--- config.mk ---
export PLATFORM = sky130hd
export DESIGN_NAME = uart_rx
export DESIGN_NICKNAME = d
export VERILOG_FILES = /design/src/rtl/uart_pkg.sv /design/src/rtl/rx_sync.sv /design/src/rtl/uart_rx.sv
export SDC_FILE = /design/constraint.sdc
export NUM_CORES = 1
export LEC_CHECK = 0
export ABC_AREA = 1
export CAP_MARGIN = 20
export CELL_PAD_IN_SITES_DETAIL_PLACEMENT = 1
export CELL_PAD_IN_SITES_GLOBAL_PLACEMENT = 1
export CORE_UTILIZATION = 47
export CTS_CLUSTER_DIAMETER = 200
export CTS_CLUSTER_SIZE = 28
export DETAILED_ROUTE_END_ITERATION = 12
export PLACE_DENSITY_LB_ADDON = 0.12
export SYNTH_ARGS = -nofsm -noshare
export SYNTH_HDL_FRONTEND = slang
export SYNTH_SLANG_ARGS = --single-unit
--- constraint.sdc ---
create_clock -name clk -period 4.48 [get_ports clk]
set_input_delay 0.672 -clock clk [delete_from_list [all_inputs] [get_ports clk]]
set_output_delay 0.672 -clock clk [all_outputs]
set_load 0.1 [all_outputs]
--- src/rtl/uart_pkg.sv ---
// Shared UART definitions: receiver state encoding and default bit timing.
// Latency: n/a (types and constants only).
// Backpressure: n/a.
package uart_pkg;

    // 50 MHz core clock / 115200 baud
    localparam int BAUD_DIV_DEF = 434;

    typedef enum logic [1:0] {
        IDLE  = 2'd0,
        START = 2'd1,
        DATA  = 2'd2,
        STOP  = 2'd3
    } rx_state_t;

endpackage

--- src/rtl/rx_sync.sv ---
// Two-flop synchronizer for the asynchronous serial line, preset high (line idle).
// Latency: 2 clk from pin change to sync_bit change.
// Backpressure: none; free-running.
// Ports: clk, rst_n (async active-low), async_bit (raw pin), sync_bit (clk-domain copy).
module rx_sync (
    input  logic clk,
    input  logic rst_n,
    input  logic async_bit,
    output logic sync_bit
);

    logic meta;

    // Preset to 1 so a reset never looks like a start bit on its own.
    always_ff @(posedge clk or negedge rst_n) begin
        if (!rst_n) begin
            meta     <= 1'b1;
            sync_bit <= 1'b1;
        end else begin
            meta     <= async_bit;
            sync_bit <= meta;
        end
    end

endmodule

--- src/rtl/uart_rx.sv ---
// 8N1 UART receiver: mid-bit sampling, one byte holding register with rdy/frm_err flags.
// Latency: rdy rises BAUD_DIV/2 + 9*BAUD_DIV + 3 clk after the RX pin falls.
// Backpressure: none; an unconsumed byte is overwritten by the next good frame.
// Ports: clk, rst_n (async active-low), RX (serial in, idle high), clr_rdy (consumer ack),
//        rx_data (last good byte), rdy (new byte pending), frm_err (last stop bit was low).
module uart_rx
    import uart_pkg::*;
#(
    parameter int BAUD_DIV = BAUD_DIV_DEF
) (
    input  logic       clk,
    input  logic       rst_n,
    input  logic       RX,
    input  logic       clr_rdy,
    output logic [7:0] rx_data,
    output logic       rdy,
    output logic       frm_err
);

    localparam int              CNT_W = $clog2(BAUD_DIV + 1);
    localparam logic [CNT_W-1:0] HALF = CNT_W'(BAUD_DIV / 2);
    localparam logic [CNT_W-1:0] FULL = CNT_W'(BAUD_DIV);

    logic             rx_s;
    rx_state_t        state;
    logic [CNT_W-1:0] baud_cnt;
    logic [3:0]       bit_cnt;
    logic [7:0]       shift;
    logic             expire;

    rx_sync u_sync (
        .clk       (clk),
        .rst_n     (rst_n),
        .async_bit (RX),
        .sync_bit  (rx_s)
    );

    // Expiry fires on the clock the counter steps 1 -> 0, so a load of N gives
    // exactly N clocks to the next sample point.
    assign expire = (baud_cnt <= CNT_W'(1));

    always_ff @(posedge clk or negedge rst_n) begin
        if (!rst_n) begin
            state    <= IDLE;
            baud_cnt <= '0;
            bit_cnt  <= '0;
            shift    <= '0;
            rx_data  <= '0;
            rdy      <= 1'b0;
            frm_err  <= 1'b0;
        end else begin
            // Placed first so a set from the STOP branch below overrides it.
            if (clr_rdy)
                rdy <= 1'b0;

            case (state)
                IDLE: begin
                    if (!rx_s) begin
                        state    <= START;
                        baud_cnt <= HALF;
                        rdy      <= 1'b0;
                        frm_err  <= 1'b0;
                    end
                end

                START: begin
                    if (expire) begin
                        if (!rx_s) begin
                            state    <= DATA;
                            baud_cnt <= FULL;
                            bit_cnt  <= '0;
                        end else begin
                            // Line went back high mid start bit: glitch, drop it.
                            state    <= IDLE;
                            baud_cnt <= '0;
                        end
                    end else begin
                        baud_cnt <= baud_cnt - CNT_W'(1);
                    end
                end

                DATA: begin
                    if (expire) begin
                        shift    <= {rx_s, shift[7:1]};
                        bit_cnt  <= bit_cnt + 4'd1;
                        baud_cnt <= FULL;
                        if (bit_cnt == 4'd7)
                            state <= STOP;
                    end else begin
                        baud_cnt <= baud_cnt - CNT_W'(1);
                    end
                end

                STOP: begin
                    if (expire) begin
                        state    <= IDLE;
                        baud_cnt <= '0;
                        if (rx_s) begin
                            rx_data <= shift;
                            rdy     <= 1'b1;
                        end else begin
                            frm_err <= 1'b1;
                        end
                    end else begin
                        baud_cnt <= baud_cnt - CNT_W'(1);
                    end
                end

                default: state <= IDLE;
            endcase
        end
    end

endmodule

**Word level (Yosys, flattened, before mapping)**

Cells that the tools add are included.

- Bits in registers: 35
- Input port bits: 4
- Output and inout port bits: 10

- $add $sub $neg: 2
- Order comparisons: 1
- Equality and inequality tests: 11
- Multiplexer cells: 26
- Reduce and logical (&&, ||, !) cells: 8

Operator list:

| kind | number |
|---|---|
| $mux W9 | 5 |
| $pmux W9 S4 | 1 |
| $ne A2 B2 Y1 const B | 7 |
| $mux W2 | 6 |
| $mux W4 | 3 |
| $le A9 B1 Y1 const B | 1 |
| $sub A9 B1 Y9 const B | 1 |
| $pmux W2 S4 | 1 |
| $pmux W4 S2 | 1 |
| $reduce_and A4 Y1 | 2 |
| $mux W1 | 7 |
| $reduce_and A5 Y1 | 1 |
| $add A4 B1 Y4 const B | 1 |
| $eq A2 B2 Y1 const B | 2 |
| $eq A4 B3 Y1 const B | 1 |
| $pmux W1 S2 | 2 |
| $reduce_bool A2 Y1 | 2 |
| $reduce_and A3 Y1 | 1 |
| $eq A2 B1 Y1 const B | 1 |
| $logic_not A2 Y1 | 1 |
| $reduce_and A2 Y1 | 1 |

**Depth between registers and ports, before layout**

Gate-level depths: netlist of run 1.

- Depth in word-level cells: 4
- Mapped depth: 11
- Depth with buffers taken out: 11

**Cells and area by module**

A second synthesis of run 1 with hierarchy kept.

- Cell total of the unflattened synthesis: 206
- Area total of the unflattened synthesis: 1823.0 um^2

Modules (own cells, without submodules):

| module | times used | cells an instance | area each (um^2) | seq. area each (um^2) |
|---|---|---|---|---|
| uart_rx | 1 | 204 | 1770.4 | 825.8 |
| rx_sync | 1 | 2 | 52.6 | 52.6 |

**Worst setup path after synthesis of run 1**

OpenSTA, ideal clock, no wires.

- Path type: reg2out
- Start: register rx_data[0]
- End: output rx_data[0]
- Arrival: 911 ps
- Data required time: 3808 ps
- Slack: 2897 ps
- Stages on the path, launching flop included: 1
- Buffers on the path: 0
- Cell sequence: dfrtp_1

RTL lines:

| item | line | source |
|---|---|---|
| start: declaration | uart_rx.sv:15 | `output logic [7:0] rx_data,` |
| start signal: assignment | uart_rx.sv:99 | `rx_data <= shift;` |

No word-level cell between the ends.

**Worst setup path in the final report of run 1**

- Start: register rx_data[6]
- End: output rx_data[6]

No word-level cell between the ends.

==> reports/results.tsv, run 1 <==
metric	value	unit
status	finished clean	
ys_ff_latch	35	
drive_gt1_share	18.0	%
path_buf_inv	1	
io_buffer_count	13	
nFillCells	440	
crit_fanout	2	
htree_levels	2	
clkLatencyLatePin	0.29	ns
seqCellArea	878	µm²
syn_inst	208	
route.detailed.drc	0	
cts_hold_buffers	0	
slew_viol_final	0	
cts_buffers	5	
yosysWarnings	0	
post_cts_buffers	0	
grt-ovfl-total	0	
nets	238	
drt-pass1-iter-count	4	
holdWs	0.359	ns
die-width	64.5	µm
worstPathRequired	3.81	ns
coreArea	0.00369	mm²
max_slew_margin	34.8	%
ys_types	29	
synthSimpleGateAreaFrac	22.0	%
start_util	49.7	%
finalCritPeriodShare	55.3	%
synth-xor-area-share	2.39	%
syn_to_final_growth	15.2	%
via_per_inst	5.19	
wl_per_cell	15.7	µm
reg2reg_slack	2.60	ns
drt_iter0_drc	52	
grt_pass1_vias	1595	
drt-total-wl	4.33	mm
cp-end-kind	output port	
holdPathStages	0	
crit_chain	clkdlybuf4s50_1	
synth_area_per_cell	8.81	µm²
cp_slowest_cell	clkdlybuf4s50_1	
clock.fmax	403	MHz
crit_arrival	1.81	ns
worst_clock_skew	0.00844	ns
synth_compound_area_share	14.9	%
path_clk_slew	0.07	ns
grt_usage	24.6	%
cts_tree	yes	
antenna_found_initial	0	
syn_nets	219	
rsz0062_at_grt	no	
start_kind	flop	
finalWeightedCongestion	0.830	
cpPeakStageDelay	1.15	ns
cellPowerDensity	279	mW/mm²
clock-sinks	35	
reg2regPathDepth	9	
cp_top_family	buffers and inverters	
multi_input_area	808	µm²
synth_top_family_by_area	simple AND/OR/NAND/NOR gates	
p_leak	1.01	nW
critPathKind	flop to output port	
synthAdderAreaFrac	4.78	%
die-area	0.00415	mm²
via_count	1432	
min_to	u_sync.sync_bit	
antenna_cells	0	
muxShareOfSynthArea	0	%
ys_seq_area_share	47.9	%
finalHoldViolations	0	
die_h	64.5	µm
cts-root-buf	clkbuf_8	
grt_first_pass_wirelength	7.60	mm
maxCapViolations	0	
antenna_left	0	
grt_max_degree	36	
synth_area	0.00183	mm²
hold_path.class	flop to flop	
dp_hpwl	3.12	mm
r2r_start	state[0]	
min_from	u_sync.meta	
cts_resized	0	
ioPinCount	14	
cts_buffer_depth	2	
finalSetupViolCount	0	
worstMarginPinSlew	0.976	ns
rows	22	
tns	0	ns
post-route-min-period	2.48	ns
peakVddDrop	0.191	mV
critical_path_cell_count	1	
[area by class of cell]
type	count	share of cell area, %
Clock buffer	7	4.56
Tap cell	48	2.84
Multi-Input combinational cell	138	38.3
Timing Repair Buffer	14	6.52
Inverter	33	5.86
Clock inverter	1	0.355
Sequential cell	35	41.6
[layer usage]
layer  vias to the layer above  part of all wire (%)  wire, µm  track usage (%)
met5                         -                     0         0                0
met4                         0                  0.67        29             7.50
met3                         4                   2.1        92             5.99
met2                        16                    55      2370             45.4
met1                       717                    42      1840             27.8
li1                        695                     -         -                -
[cell usage after synthesis (all sizes together)]
cell type / number / area share, %
nand2: 48 / 12
dfrtp: 33 / 45
inv: 33 / 6.8
o21ai: 28 / 9.5
nor2: 21 / 5.5
a21oi: 11 / 3.0
nand3: 8 / 2.9
ha: 7 / 4.8
xor2: 5 / 2.4
buf: 2 / 1.2
dfstp: 2 / 2.9
nor3: 2 / 0.55
a22o: 1 / 0.48
a22oi: 1 / 0.41
and2: 1 / 0.34
o211ai: 1 / 0.41
o21bai: 1 / 0.41
o22ai: 1 / 0.34
o31ai: 1 / 0.41
or2: 1 / 0.34
[worst max-delay path by stage]
| stage | start | end | slack [ns] |
|---|---|---|---|
| 4_1_cts | rx_data[6] | rx_data[6] | 1.99 |
| 5_1_grt | rx_data[6] | rx_data[6] | 1.96 |
| 6_report | rx_data[6] | rx_data[6] | 2.00 |
| 2_1_floorplan | rx_data[0] | rx_data[0] | 2.90 |
| 3_3_place_gp | rx_data[6] | rx_data[6] | 2.33 |
| 3_5_place_dp | rx_data[6] | rx_data[6] | 2.32 |
[sequential cells by signal, summed over array words and instances (netlist names), named ones only]
| signal | count |
|---|---|
| u_sync.sync_bit | 1 |
| baud_cnt | 9 |
| shift | 8 |
| rdy | 1 |
| frm_err | 1 |
| rx_data | 8 |
| u_sync.meta | 1 |
| bit_cnt | 4 |
| state | 1 |
[cell usage in the layout (no fill, tap or decap), types with 2 or more instances in the layout]
cell,instances
nor2_2,3
nand2_2,6
clkbuf_8,7
inv_1,28
dfrtp_1,33
xor2_1,5
o21ai_0,10
nand2_4,2
o21ai_2,9
inv_2,5
nor2_1,16
a21oi_1,11
dfstp_2,2
nor2_4,2
nand2_1,39
nand3_1,7
ha_1,7
nor3_1,2
clkdlybuf4s50_1,13
o21ai_1,9
[through the flow]
step | worst slack [ns] | std cells | total power, mW | cell area (µm²) | utilization, %
after global placement | 2.33 | 268 | 0.336 | 2010 | 54.4
after detailed placement | 2.32 | 268 | 0.336 | 2010 | 54.4
after floorplan | 2.90 | 208 | 0.326 | 1830 | -
final | 2.00 | 276 | 0.589 | 2110 | 57.3
after CTS | 1.99 | 276 | 0.596 | 2110 | 57.3
after global routing | 1.96 | 276 | 0.607 | 2110 | 57.3
[power by group]
part           leakage, nW  internal (mW)  switching, mW
Sequential           0.457          0.317       0.000987
Clock               0.0505          0.140          0.119
Combinational        0.506        0.00330        0.00819
Total                 1.01          0.461          0.128
[cells by family (layout without fill, tap and decap cells)]
logic type / Yosys count / after routing
adder cells (fa/ha/maj): 7 / 7
XOR/XNOR: 5 / 5
buffers and inverters: 35 / 55
AO/OA/AOI/OAI: 45 / 45
AND/OR/NAND/NOR: 81 / 81
flip-flops: 35 / 35
(Power assumes the default switching activity.)
==> inputs of run 2 (changes only) <==
- CORE_UTILIZATION: 47 -> 40
- clock period: 4.48 -> 2.1 ns (I/O delays scaled with it)
==> run 2 against run 1 <==
Net effect: via count decreased by 3.6%; routed wire length decreased by 9.9%; clock power increased by 110%; die area increased by 17%; critical endpoint is now bit_cnt[2]; combinational power increased by 110%; final cell count increased by 1.8%; cell area decreased by 0.77%; sequential power increased by 110%.
==> reports/results.tsv, run 2 (synthesized netlist as in run 1, its figures left out) <==
metric	value	unit	change
crit_fanout	6		+4
max_slew_margin	70.3	%	+36 points
path_clk_slew	0.07	ns	about the same
place_area	0.00200	mm²	-0.62%
cp_slowest_cell	dfrtp_1		
layout_common_cells	nand2_1 (39), dfrtp_1 (33), inv_1 (28)		
grt_usage	18.6	%	-6.0 points
antenna_left	0		unchanged
nFillCells	544		+24%
cts_resized	0		unchanged
crit_chain	inv_1 > ha_1 > a21oi_1 > inv_1 > nand2_1 > nor2_1 > o21bai_1 > inv_1		
worst_clock_skew	0.00657	ns	-0.00188 ns
stdcell_area	0.00210	mm²	-0.77%
post_cts_buffers	0		unchanged
drt_iter0_drc	69		+33%
cp-end-kind	flop		
die-width	69.7	µm	+8.1%
reg_top3	baud_cnt (9), rx_data (8), shift (8)		
multi_input_area	808	µm²	unchanged
finalWeightedCongestion	0.763		-8.1%
cts_buffers	5		unchanged
layout_commonest_cell	nand2_1		
finalCritPeriodShare	82.2	%	
clock.fmax	579	MHz	
clkLatencyLatePin	0.28	ns	about the same
layout_setup_ws	0.374	ns	-1.63 ns
preCtsSetupSlack	0.416	ns	-1.91 ns
peakVddDrop	0.365	mV	+91%
dp_hpwl	2.95	mm	-5.3%
die-area	0.00486	mm²	+17%
tns	0	ns	unchanged
maxCapViolations	0		unchanged
ioPinCount	14		unchanged
die_h	69.7	µm	+8.1%
via_per_inst	4.91		-5.3%
seqCellArea	878	µm²	unchanged
cts_hold_buffers	0		unchanged
antenna_found_initial	0		unchanged
route.detailed.drc	0		unchanged
status	finished clean		
syn_to_final_growth	14.3	%	
critPathKind	flop to flop		
grt-ovfl-total	0		unchanged
coreArea	0.00438	mm²	+19%
cpMostUsedCell	inv_1		
wl_per_cell	13.9	µm	-12%
cts-root-buf	clkbuf_8		
slew_viol_final	0		unchanged
largest_reg_flops	9		unchanged
holdWs	0.360	ns	+0.000906 ns
cp_top_family	compound AO/OA/AOI/OAI gates		
antenna_cells	0		unchanged
start_util	41.8	%	-7.9 points
cts_buffer_depth	2		unchanged
grt_pass1_vias	1496		-6.2%
via_count	1380		-3.6%
htree_levels	2		unchanged
cts_tree	yes		
clock-sinks	35		unchanged
post-route-min-period	1.73	ns	
path_buf_inv	3		+2
crit_arrival	1.90	ns	+0.09 ns
io_buffer_count	13		unchanged
finalSetupViolCount	0		unchanged
cellPowerDensity	590	mW/mm²	+110%
nets	239		+0.42%
rows	24		+9.1%
drt-pass1-iter-count	4		unchanged
p_leak	1.04	nW	+2.6%
drive_gt1_share	22.3	%	+4.3 points
start_kind	flop		
fin_util	47.8	%	-9.5 points
rsz0062_at_grt	no		
grt_first_pass_wirelength	7.02	mm	-7.6%
cpPeakStageDelay	0.42	ns	-0.73 ns
drt-total-wl	3.90	mm	-9.9%
worstMarginPinSlew	0.446	ns	-0.530 ns
worstPathRequired	2.27	ns	-1.54 ns
grt_max_degree	36		unchanged
hold_path.class	flop to flop		
top_register	baud_cnt		
finalHoldViolations	0		unchanged
-- run 2: through the flow --
stage                     power [mW]  cells
after detailed placement       0.718    273
after floorplan                0.695    208
after global routing            1.29    281
final                           1.24    281
after global placement         0.717    273
after CTS                       1.26    281
-- run 2: where the power goes --
| group | internal [mW] | leakage, nW | switching [mW] |
|---|---|---|---|
| clock | 0.299 | 0.0515 | 0.234 |
| sequential | 0.678 | 0.457 | 0.00207 |
| combinational | 0.00705 | 0.531 | 0.0167 |
-- run 2: worst paths after layout --
kind	from	end	slack, ns	cells past startpoint
worst max-delay path	state[0]	bit_cnt[2]	0.37	8
worst min-delay path	u_sync.meta	u_sync.sync_bit	0.36	0
worst max register to register	state[0]	bit_cnt[2]	0.37	8
worst min register to register	u_sync.meta	u_sync.sync_bit	0.36	0
max in group asynchronous	rst_n	u_sync.sync_bit	1.30	2
min in group asynchronous	rst_n	baud_cnt[7]	0.45	2
-- run 2: cell type report --
| cell class | instances | area share [%] |
|---|---|---|
| Sequential cell | 35 | 41.9 |
| Clock buffer | 8 | 4.78 |
| Tap cell | 52 | 3.10 |
| Multi-Input combinational cell | 138 | 38.6 |
| Inverter | 33 | 5.91 |
| Timing Repair Buffer | 15 | 5.73 |
-- run 2: worst register-to-register path, stage by stage, from the launching register on --
cell      delay [ns]
dfrtp_1         0.42
inv_1           0.10
ha_1            0.31
a21oi_1         0.31
inv_1           0.10
nand2_1         0.14
nor2_1          0.06
o21bai_1        0.12
inv_1           0.05
-- run 2: per-layer routing --
metal	wire, µm	global-route usage, %	share of wire, %	vias up
met5	0	0	0	-
met4	44	6.67	1.1	0
met3	123	3.92	3.2	4
met2	1940	31.7	50	19
met1	1790	23.2	46	658
li1	-	-	-	699
==> inputs of run 3 (changes only) <==
- clock period: 2.1 -> 1.46 ns (I/O delays scaled with it)
==> run 3 against run 2 <==
Net effect: the run now ends with negative setup slack left; clock-buffer cell count decreased by 2; critical path depth increased by 2; critical endpoint is now rx_data[7]; fmax increased by 7.6%; routed wire length increased by 45%; core utilization increased by 14 points; cell area increased by 30%; via count increased by 16%; sequential share of layout area decreased by 9.6 points; register-to-register slack got worse by 0.52 ns; final cell count increased by 10%; combinational power increased by 120%.
==> reports/results.tsv, run 3 (synthesized netlist as in run 1, its figures left out) <==
metric	value	unit	change
status	complete, but fails checks		
violations	negative setup slack		
ioPinCount	14		unchanged
grt_pass1_vias	1800		+20%
coreArea	0.00438	mm²	unchanged
antenna_cells	0		unchanged
maxCapViolations	0		unchanged
clock-sinks	35		unchanged
top_register	baud_cnt		
comb_power_share	3.0	%	+1.1 points
crit_fanout	8		+2
crit_arrival	1.79	ns	-0.11 ns
grt_max_degree	36		unchanged
layout_setup_ws	-0.145	ns	-0.519 ns
grt_usage	24.0	%	+5.4 points
max_slew_margin	78.2	%	+7.9 points
cts-root-buf	clkbuf_8		
fin_util	62.2	%	+14 points
layout_common_cells	dfrtp_1 (32), buf_4 (28), nand2_1 (24)		
slew_viol_final	0		unchanged
drt_iter0_drc	58		-16%
nets	269		+13%
path_clk_slew	0.07	ns	about the same
wl_per_cell	18.3	µm	+32%
cts_tree	yes		
finalWeightedCongestion	0.858		+13%
layout_commonest_cell	dfrtp_1		
grt-ovfl-total	0		unchanged
die-area	0.00486	mm²	unchanged
worst_clock_skew	0.00200	ns	-0.00457 ns
finalCritPeriodShare	110	%	+28 points
cellPowerDensity	643	mW/mm²	+9.0%
die_h	69.7	µm	unchanged
nFillCells	483		-11%
antenna_found_initial	0		unchanged
power.total	1.75	mW	+42%
intPower	1.36	mW	+39%
drt-total-wl	5.67	mm	+45%
rsz0062_at_grt	yes		
cts_buffers	5		unchanged
io_buffer_count	13		unchanged
dp_hpwl	3.32	mm	+12%
peakVddDrop	0.452	mV	+24%
hold_path.class	input pin to asynchronous set/reset pin		
reg_top3	baud_cnt (9), rx_data (8), shift (8)		
largest_reg_flops	9		unchanged
drive_gt1_share	48.4	%	+26 points
cpMostUsedCell	nand2_4		
rows	24		unchanged
via_per_inst	5.18		+5.6%
p_sw_share	22.2	%	+1.8 points
pwr-share-clk	41.3	%	-1.8 points
finalSetupViolCount	21		+21
finalHoldViolations	0		unchanged
cts_buffer_depth	2		unchanged
start_util	41.8	%	unchanged
power_frac_seq	55.6	%	+0.6 points
clock.fmax	623	MHz	+7.6%
die-width	69.7	µm	unchanged
post-route-min-period	1.60	ns	-0.121 ns
cp-end-kind	flop		
syn_to_final_growth	48.7	%	
grt_first_pass_wirelength	8.87	mm	+26%
antenna_left	0		unchanged
crit_chain	inv_2 > ha_4 > nand2_4 > nor2_4 > nand2_4 > nand2_8 > nand3_4 > buf_12 > nand2_4 > o21ai_2		
start_kind	flop		
p_leak	1.25	nW	+20%
cp_slowest_cell	dfrtp_1		
via_count	1607		+16%
cpPeakStageDelay	0.41	ns	about the same
worstPathRequired	1.65	ns	-0.62 ns
worstMarginPinSlew	0.327	ns	-0.119 ns
critPathKind	flop to flop		
drt-pass1-iter-count	4		unchanged
netSwitchingPower	0.389	mW	+54%
route.detailed.drc	0		unchanged
htree_levels	2		unchanged
clkLatencyLatePin	0.29	ns	about the same
[run 3: metrics by stage]
stage	hold slack [ns]	setup TNS (ns)	cell area (µm²)	worst slack (ns)	cells
floorplan	-0.0766	0	1830	0.00782	208
global placement	0.347	-0.626	2310	-0.0898	295
detailed placement	0.350	-2.13	2310	-0.133	295
CTS	0.308	-0.798	2520	-0.0702	306
global route	0.315	-4.21	2730	-0.211	310
finish	0.293	-2.14	2730	-0.145	310
[run 3: area by class of cell]
class | instances | area [µm²] | share of cell area (%)
Clock inverter | 1 | 5.00 | 0.184
Inverter | 33 | 126 | 4.64
Clock buffer | 6 | 82.6 | 3.03
Tap cell | 52 | 65.1 | 2.39
Sequential cell | 35 | 880 | 32.3
Timing Repair Buffer | 44 | 505 | 18.5
Multi-Input combinational cell | 139 | 1060 | 39.0
[run 3: final timing paths]
check / slack (ns) / startpoint / end / depth (start not counted)
setup / recovery: -0.14 / baud_cnt[1] / rx_data[7] / 10
min in group clk: 0.33 / RX / u_sync.meta / 1
hold reg to reg: 0.36 / u_sync.meta / u_sync.sync_bit / 0
setup reg to reg: -0.14 / baud_cnt[1] / rx_data[7] / 10
hold / removal: 0.29 / rst_n / rx_data[0] / 2
max in group asynchronous: 0.91 / rst_n / u_sync.sync_bit / 2
[run 3: power groups by stage]
| stage | Sequential [mW] | Combinational (mW) | Clock, mW |
|---|---|---|---|
| finish | 0.976 | 0.0534 | 0.724 |
| global route | 0.975 | 0.0599 | 0.780 |
| CTS | 0.975 | 0.0506 | 0.741 |
| detailed placement | 0.994 | 0.0493 | 0 |
| global placement | 0.994 | 0.0485 | 0 |
| floorplan | 0.995 | 0.00449 | 0 |
[run 3: critical path: cells and delay by family, from the launching register on]
family | cells | cell delay (ns)
fa+ha+maj | 1 | 0.15
simple gates | 6 | 0.59
compound gates | 1 | 0.05
buf+inv | 2 | 0.30
flops | 1 | 0.41
[run 3: what timing repair did]
action | 4_1_cts | 5_1_grt
pin swaps | 9 | 9
hold buffers | 0 | 0
gates cloned | 1 | 1
gates resized for setup | 29 | 44
endpoints found under the hold margin | 0 | 0
buffers inserted | 3 | 3
setup endpoints to repair | 33 | 33
[run 3: layer usage]
| layer | vias up | track usage (%) | wire length (µm) |
|---|---|---|---|
| li1 | 765 | - | - |
| met1 | 817 | 27.9 | 2280 |
| met2 | 17 | 41.6 | 3170 |
| met3 | 8 | 5.96 | 106 |
| met4 | 0 | 10.4 | 109 |
| met5 | - | 0 | 0 |
